**config.mk**
```make
export PLATFORM = sky130hd
export DESIGN_NAME = hazard_unit_flat
export DESIGN_NICKNAME = d
export VERILOG_FILES = /design/src/rtl/hazard_pkg.sv /design/src/rtl/hazard_unit_if.sv /design/src/rtl/fwd_match.sv /design/src/rtl/hazard_unit.sv /design/src/flat_wrapper.sv
export SDC_FILE = /design/constraint.sdc
export NUM_CORES = 1
export LEC_CHECK = 0
export BUFFER_PORTS_ARGS = -buffer_cell sky130_fd_sc_hd__buf_2
export CAP_MARGIN = 20
export CORE_AREA = 5 5 66 82
export CTS_CLUSTER_DIAMETER = 80
export CTS_CLUSTER_SIZE = 28
export DETAILED_ROUTE_END_ITERATION = 10
export DIE_AREA = 0 0 71 87
export SYNTH_ARGS = -nofsm -noshare
export SYNTH_HDL_FRONTEND = slang
export SYNTH_SLANG_ARGS = --single-unit
```
**constraint.sdc**
```tcl
create_clock -name clk -period 3.8 [get_ports clk]
set_input_delay 0.57 -clock clk [delete_from_list [all_inputs] [get_ports clk]]
set_output_delay 0.57 -clock clk [all_outputs]
set_load 0.01 [all_outputs]
```
**src/rtl/hazard_pkg.sv**
```systemverilog
// hazard_pkg: shared types and defaults for the pipeline hazard/forwarding unit.
//   fwd_sel_e     - per-operand EX forwarding select encoding
//   REG_AW_DEFAULT - default register-index width
package hazard_pkg;

  localparam int REG_AW_DEFAULT = 5;

  typedef enum logic [1:0] {
    FWD_NONE = 2'd0,  // operand comes from the register file
    FWD_MEM  = 2'd1,  // operand comes from the MEM-stage result
    FWD_WB   = 2'd2   // operand comes from the WB-stage result
  } fwd_sel_e;

endpackage

```
**src/rtl/hazard_unit_if.sv**
```systemverilog
// hazard_unit_if: pipeline-side bundle of the hazard/forwarding controller.
//   master - pipeline registers: drive stage indices/enables, consume selects and stalls
//   slave  - hazard_unit: consumes stage information, drives forwarding and stall controls
// Packed source buses hold operand k at bits [k*REG_AW +: REG_AW].
interface hazard_unit_if #(
  parameter int REG_AW  = hazard_pkg::REG_AW_DEFAULT,
  parameter int NUM_SRC = 2,
  parameter int CNT_W   = 16
);
  logic [NUM_SRC*REG_AW-1:0] id_src;
  logic                      id_hilo;
  logic [NUM_SRC*REG_AW-1:0] ex_src;
  logic [REG_AW-1:0]         ex_rd;
  logic [REG_AW-1:0]         mem_rd;
  logic [REG_AW-1:0]         wb_rd;
  logic                      ex_we;
  logic                      mem_we;
  logic                      wb_we;
  logic                      ex_is_load;
  logic                      md_start;
  logic                      stat_clr;
  logic [NUM_SRC*2-1:0]      fwd_sel;
  logic                      stall;
  logic                      flush_ex;
  logic                      md_busy;
  logic [CNT_W-1:0]          stall_cycles;

  modport master (
    output id_src, id_hilo, ex_src, ex_rd, mem_rd, wb_rd,
           ex_we, mem_we, wb_we, ex_is_load, md_start, stat_clr,
    input  fwd_sel, stall, flush_ex, md_busy, stall_cycles
  );

  modport slave (
    input  id_src, id_hilo, ex_src, ex_rd, mem_rd, wb_rd,
           ex_we, mem_we, wb_we, ex_is_load, md_start, stat_clr,
    output fwd_sel, stall, flush_ex, md_busy, stall_cycles
  );
endinterface

```
**src/rtl/fwd_match.sv**
```systemverilog
// fwd_match: forwarding select for one EX source operand.
//   src            - operand register index in EX
//   mem_rd, mem_we - MEM-stage destination and write enable
//   wb_rd, wb_we   - WB-stage destination and write enable
//   sel            - FWD_MEM / FWD_WB / FWD_NONE; MEM is younger so it wins.
// Register 0 is hardwired zero and is never forwarded.
module fwd_match
  import hazard_pkg::*;
#(
  parameter int REG_AW = REG_AW_DEFAULT
) (
  input  logic [REG_AW-1:0] src,
  input  logic [REG_AW-1:0] mem_rd,
  input  logic              mem_we,
  input  logic [REG_AW-1:0] wb_rd,
  input  logic              wb_we,
  output fwd_sel_e          sel
);

  always_comb begin
    // NOTE: default first so every path assigns sel; otherwise a latch is inferred.
    sel = FWD_NONE;
    if (src != '0) begin
      if (mem_we && (src == mem_rd))     sel = FWD_MEM;
      else if (wb_we && (src == wb_rd))  sel = FWD_WB;
    end
  end

endmodule

```
**src/rtl/hazard_unit.sv**
```systemverilog
// hazard_unit: forwarding selects, load-use and multiply/divide hazard stalls,
// and a saturating stall-cycle counter for the five-stage pipeline.
//   clk, rst_n - rising-edge clock, asynchronous active-low reset
//   hz (slave) - stage indices/enables in; fwd_sel, stall, flush_ex,
//                md_busy, stall_cycles out
// fwd_sel/stall/flush_ex are combinational; md_busy comes straight off the
// MD latency counter so it drops as soon as reset asserts.
module hazard_unit
  import hazard_pkg::*;
#(
  parameter int REG_AW  = REG_AW_DEFAULT,
  parameter int NUM_SRC = 2,
  parameter int MD_LAT  = 4,
  parameter int CNT_W   = 16
) (
  input logic         clk,
  input logic         rst_n,
  hazard_unit_if.slave hz
);

  localparam int MD_W = $clog2(MD_LAT + 1);

  fwd_sel_e           sel [NUM_SRC];
  logic [NUM_SRC-1:0] use_hit;
  logic [MD_W-1:0]    md_cnt;
  logic [CNT_W-1:0]   stall_cnt;
  logic               luse;
  logic               mdh;
  logic               stall;

  // One forwarding matcher per EX operand; the same loop compares the ID
  // operands against the EX destination for the load-use check.
  for (genvar k = 0; k < NUM_SRC; k++) begin : g_src
    fwd_match #(.REG_AW(REG_AW)) u_fwd (
      .src    (hz.ex_src[k*REG_AW +: REG_AW]),
      .mem_rd (hz.mem_rd),
      .mem_we (hz.mem_we),
      .wb_rd  (hz.wb_rd),
      .wb_we  (hz.wb_we),
      .sel    (sel[k])
    );
    assign hz.fwd_sel[2*k +: 2] = sel[k];
    assign use_hit[k] = (hz.id_src[k*REG_AW +: REG_AW] == hz.ex_rd);
  end

  // A load to r0 produces nothing to wait for.
  assign luse  = hz.ex_we & hz.ex_is_load & (hz.ex_rd != '0) & (|use_hit);
  // md_start covers the issue cycle itself, before the counter is loaded.
  assign mdh   = hz.id_hilo & ((md_cnt != '0) | hz.md_start);
  assign stall = luse | mdh;

  assign hz.stall        = stall;
  assign hz.flush_ex     = stall;
  assign hz.md_busy      = (md_cnt != '0);
  assign hz.stall_cycles = stall_cnt;

  // A new issue restarts the full latency even if the unit is still busy.
  always_ff @(posedge clk or negedge rst_n) begin
    if (!rst_n) begin
      // NOTE: sequential state uses non-blocking assignments so all flops update together.
      md_cnt <= '0;
    end else if (hz.md_start) begin
      md_cnt <= MD_W'(MD_LAT);
    end else if (md_cnt != '0) begin
      md_cnt <= md_cnt - MD_W'(1);
    end
  end

  // Clear has priority over counting; the counter sticks at all-ones.
  always_ff @(posedge clk or negedge rst_n) begin
    if (!rst_n) begin
      stall_cnt <= '0;
    end else if (hz.stat_clr) begin
      stall_cnt <= '0;
    end else if (stall && (stall_cnt != '1)) begin
      stall_cnt <= stall_cnt + CNT_W'(1);
    end
  end

endmodule

```
**src/flat_wrapper.sv**
```systemverilog
// flat-port wrapper written by rule: the top's interface ports become plain ports
module hazard_unit_flat import hazard_pkg::*;
#(
  parameter int REG_AW  = REG_AW_DEFAULT,
  parameter int NUM_SRC = 2,
  parameter int MD_LAT  = 4,
  parameter int CNT_W   = 16
)
  (clk, rst_n, hz_id_src, hz_id_hilo, hz_ex_src, hz_ex_rd, hz_mem_rd, hz_wb_rd, hz_ex_we, hz_mem_we, hz_wb_we, hz_ex_is_load, hz_md_start, hz_stat_clr, hz_fwd_sel, hz_stall, hz_flush_ex, hz_md_busy, hz_stall_cycles);
  hazard_unit_if #(.REG_AW(REG_AW), .NUM_SRC(NUM_SRC), .CNT_W(CNT_W)) hz_i ();
  input logic clk;
  input logic rst_n;
  input wire logic [$bits(hz_i.id_src)-1:0] hz_id_src;
  input wire logic [$bits(hz_i.id_hilo)-1:0] hz_id_hilo;
  input wire logic [$bits(hz_i.ex_src)-1:0] hz_ex_src;
  input wire logic [$bits(hz_i.ex_rd)-1:0] hz_ex_rd;
  input wire logic [$bits(hz_i.mem_rd)-1:0] hz_mem_rd;
  input wire logic [$bits(hz_i.wb_rd)-1:0] hz_wb_rd;
  input wire logic [$bits(hz_i.ex_we)-1:0] hz_ex_we;
  input wire logic [$bits(hz_i.mem_we)-1:0] hz_mem_we;
  input wire logic [$bits(hz_i.wb_we)-1:0] hz_wb_we;
  input wire logic [$bits(hz_i.ex_is_load)-1:0] hz_ex_is_load;
  input wire logic [$bits(hz_i.md_start)-1:0] hz_md_start;
  input wire logic [$bits(hz_i.stat_clr)-1:0] hz_stat_clr;
  output wire logic [$bits(hz_i.fwd_sel)-1:0] hz_fwd_sel;
  output wire logic [$bits(hz_i.stall)-1:0] hz_stall;
  output wire logic [$bits(hz_i.flush_ex)-1:0] hz_flush_ex;
  output wire logic [$bits(hz_i.md_busy)-1:0] hz_md_busy;
  output wire logic [$bits(hz_i.stall_cycles)-1:0] hz_stall_cycles;
  assign hz_i.id_src = hz_id_src;
  assign hz_i.id_hilo = hz_id_hilo;
  assign hz_i.ex_src = hz_ex_src;
  assign hz_i.ex_rd = hz_ex_rd;
  assign hz_i.mem_rd = hz_mem_rd;
  assign hz_i.wb_rd = hz_wb_rd;
  assign hz_i.ex_we = hz_ex_we;
  assign hz_i.mem_we = hz_mem_we;
  assign hz_i.wb_we = hz_wb_we;
  assign hz_i.ex_is_load = hz_ex_is_load;
  assign hz_i.md_start = hz_md_start;
  assign hz_i.stat_clr = hz_stat_clr;
  assign hz_fwd_sel = hz_i.fwd_sel;
  assign hz_stall = hz_i.stall;
  assign hz_flush_ex = hz_i.flush_ex;
  assign hz_md_busy = hz_i.md_busy;
  assign hz_stall_cycles = hz_i.stall_cycles;
  hazard_unit #(.REG_AW(REG_AW), .NUM_SRC(NUM_SRC), .MD_LAT(MD_LAT), .CNT_W(CNT_W)) u_core (.clk(clk), .rst_n(rst_n), .hz(hz_i));
endmodule
```
==> metrics.md <==
| Metric | Value |
|---|---|
| Status | `finished clean` |
| DP HPWL | `3140 um` |
| Proportion of synthesized chip area in sequential cells | `31.1%` |
| Number of cells in the finished layout apart from fillers | `291` |
| Time the final worst path needs with I/O delays and setup | `2.35 ns` |
| Setup TNS Final | `0 ns` |
| DRC marker count from the first detailed-route iteration | `42` |
| Pin count of the biggest net entering global routing | `20` |
| Final design instance area without fill | `0.00193 sq mm` |
| FILL cells | `491` |
| FF-to-FF Start | `u_core.md_cnt[0]$_DFFE_PN0N_` |
| Data required, critical path | `3.23 ns` |
| Cell with the most instances on the worst path | `buf_2` |
| Post-CTS repair timing setup buffer count | `0` |
| Sequential share of power | `41.0%` |
| Cell taking the most area after synthesis | `dfrtp_1` |
| Upper clock frequency limit | `425 MHz` |
| Aggregate global routing overflow | `0` |
| Capturing element type of the critical path | `output port` |
| Top_reg_cell synth | `dfrtp_1` |
| CP cell instances | `buf_2 -> or3_1 -> o311a_1 -> a21o_1 -> buf_2` |
| Worst clock skew on the final layout | `0.00149 ns` |
| Static leakage | `0.912 nW` |
| Mean instance size in the synthesized netlist | `9.25 sq um` |
| Post-synth net total | `212` |
| Critical-path top delay cell | `or3_1` |
| Hold Violations, Final | `0` |
| Number of enable-type register cells in the synthesized netlist | `0` |
| Number of buffers created by CTS | `3` |
| Distinct cell type count after synthesis | `44` |
| Instance area after placement | `0.00189 sq mm` |
| Area of the mapped netlist | `0.00153 sq mm` |
| Dominant combinational cell family by area after synthesis | `simple AND/OR/NAND/NOR gates` |
| PD cells | `292 mW/mm^2` |
| Compound-gate portion of the synthesized area | `12.8%` |
| Adder and majority cell fraction of the synthesized area | `2.46%` |
| Global Route Usage Sum | `12.9%` |
| Switching Fraction | `32.7%` |
| Core area | `0.00462 sq mm` |
| Setup repair after global routing missed its margin | `false` |
| Xor-xnor portion of the synthesized cell area | `20.7%` |
| Vias in the first global route | `1490` |
| Source of the critical timing path | `hz_ex_rd[0]` |
| Die area | `0.00618 sq mm` |
| Minimum setup slack among reg-to-reg paths | `1.59 ns` |
| Fraction of post-synthesis cell area in the top cell type by area | `31.1%` |
| Category of the worst setup path launch point | `input port` |
| Signed area change from the synthesized netlist to the final layout | `26.7%` |
| Core Rows | `28` |
| DRC violation count after routing | `0` |
| Antenna Diode Count | `0` |
| Path class of the lowest-slack min-delay path | `input port to async pin` |
| CTS max path bufs | `2` |
| Total design power | `0.566 mW` |
| Max-capacitance violation count | `0` |
| Total detailed-routing wirelength | `3890 um` |
| Setup Viol. Count Final | `0` |
| Cell Int Power | `0.381 mW` |
| IO buf count | `66` |
| Antenna violations before repair | `0` |
| Die outline width | `71 um` |
| Part of the power in the clock network | `25.2%` |
| Worst voltage drop across the vdd grid | `0.000207 V` |
| Starting Density | `33.0%` |
| Proportion of register bits with asynchronous set or reset after synthesis | `100%` |
| Initial DRT Pass Iterations | `4` |
| Total I/O pin count | `67` |
| R2r endpoint | `u_core.hz.stall_cycles[7]$_DFFE_PN0P_` |
| Placed insts | `287` |
| Total via count in the routed design | `1439` |
| Number of nets in the layout | `279` |
| Worst Path Max Fanout | `4` |
| Measured slew at the worst slew-check pin | `0.533 ns` |
| Detailed-route vias per instance | `4.95` |
| Post-Synth Simple-Gate Area | `28.0%` |
| Clock sinks | `19` |
| Clock latency on the worst-skew pair | `0.26 ns` |
| Fin crit share | `61.9%` |
| Main area contributors after synthesis | `dfrtp_1 (31%), xor2_1 (12%), xnor2_1 (8.6%)` |
| Data arrival at the endpoint of the critical path | `1.78 ns` |
| Worst Reg-to-Reg Cells | `8` |
| H-tree lvl count | `1` |
| Root buf cell | `clkbuf_8` |
| Proportion of power drawn by combinational gates | `33.8%` |
| Fin. max-slew vios | `0` |
| Crit path largest cell delay | `0.37 ns` |
| RePlAce Congestion | `0.869` |
| Remaining antenna violation count | `0` |
| Share of synthesized area spent on multiplexers | `1.48%` |
| Total of warnings raised by yosys | `0` |
| Flop and latch count out of synthesis | `19` |
| Overall die height | `87 um` |
| Drt wl/cell | `13.4 um` |
| Clock tree from TritonCTS | `done` |
| Number of buffers inserted by hold repair at cts | `0` |
| Number of gates given a new drive strength after cts | `0` |
| Kind of critical path | `input port to output port` |
| Register clock-pin slew on the reported worst setup and hold paths | `0.07 ns` |
| First-pass GRT wire length | `6510 um` |
| Net switching power | `0.185 mW` |
| Count of mapped cells out of synthesis | `165` |
| Share of layout cells above drive strength 1 | `35.5%` |
| Slew headroom | `64.4%` |
## registers in the layout, summed over array words and instances (netlist names)
register and cells:
u_core.md_cnt 3, u_core.hz.stall_cycles 16
## logic make-up (layout without fill, tap and decap cells)
family,Yosys count,after routing
AOI/OAI and AO/OA,26,26
xor gates and xnor gates,36,36
adders and majority gates,3,3
buffers and inverters,7,73
DFF,19,19
muxes,2,2
and+or+nand+nor,72,72
## power groups by stage
stage	combinational [mW]	sequential [mW]	clock, mW
6_report	0.191	0.232	0.143
2_1_floorplan	0.134	0.235	0
3_3_place_gp	0.194	0.237	0
3_5_place_dp	0.194	0.236	0
4_1_cts	0.195	0.232	0.149
5_1_grt	0.214	0.235	0.156
## metal layers
metal  part of all wire (%)  wire [um]  GRT usage, %
met5                      0          0             0
met4                    1.6         63          5.13
met3                    8.2        320          2.89
met2                     50       1940          23.1
met1                     40       1560          14.8
## critical path, delay by kind of cell
kind,cells,cell delay [ns]
AO/OA/AOI/OAI,2,0.58
AND/OR/NAND/NOR,1,0.37
buffers and inverters,2,0.27
## placed cells by master (no fill, tap or decap), drive strengths merged, types with 2 or more instances in the layout
cell type,count
ha,3
nor3,4
dfrtp,19
nor2,19
or3,6
and3,5
xnor2,15
o21a,2
inv,3
nor3b,3
or4,3
xor2,21
nor4,2
o21ai,5
o31ai,2
clkbuf,4
buf,66
and4,3
mux2,2
nor2b,3
a21oi,9
a211oi,2
nand3,11
nand2,8
## synthesized netlist by cell type (2+ instances only)
cell / number
xor2_1: 21
and4_1: 3
nand2_1: 8
a21oi_1: 9
nor3_1: 2
o21ai_1: 3
nor3_4: 2
xnor2_1: 15
o31ai_1: 2
a211oi_1: 2
nor3b_1: 3
nand3_1: 10
nor4_1: 2
or3_2: 2
or3_1: 4
nor2_1: 19
dfrtp_1: 19
or4_1: 3
o21ai_0: 2
and3_1: 4
inv_1: 3
nor2b_1: 3
ha_1: 3
## layout make-up
type                            instances  area, sq um  area share (%)
Inverter                                3         11.3           0.582
Timing Repair Buffer                   66          330            17.1
Sequential cell                        19          475            24.6
Clock buffer                            4         45.0            2.33
Multi-Input combinational cell        139          997            51.6
Tap cell                               60         75.1            3.88
## through the flow
| step | hold WS [ns] | setup slack (ns) | util (%) |
|---|---|---|---|
| detailed placement | 0.477 | 1.43 | 40.9 |
| CTS | 0.262 | 1.44 | 41.8 |
| finish | 0.247 | 1.45 | 41.8 |
| global placement | 0.477 | 1.44 | 40.9 |
| global route | 0.278 | 1.38 | 41.8 |
| floorplan | 0.274 | 1.58 | - |
## how the worst max path moves through the flow
stage	end	slack, ns	cells after the start
4_1_cts	hz_flush_ex	1.44	5
6_report	hz_flush_ex	1.45	5
3_3_place_gp	hz_stall	1.44	5
3_5_place_dp	u_core.hz.stall_cycles[7]$_DFFE_PN0P_	1.43	7
5_1_grt	u_core.hz.stall_cycles[7]$_DFFE_PN0P_	1.38	8
2_1_floorplan	hz_stall	1.58	4
(Power assumes the default switching activity.)
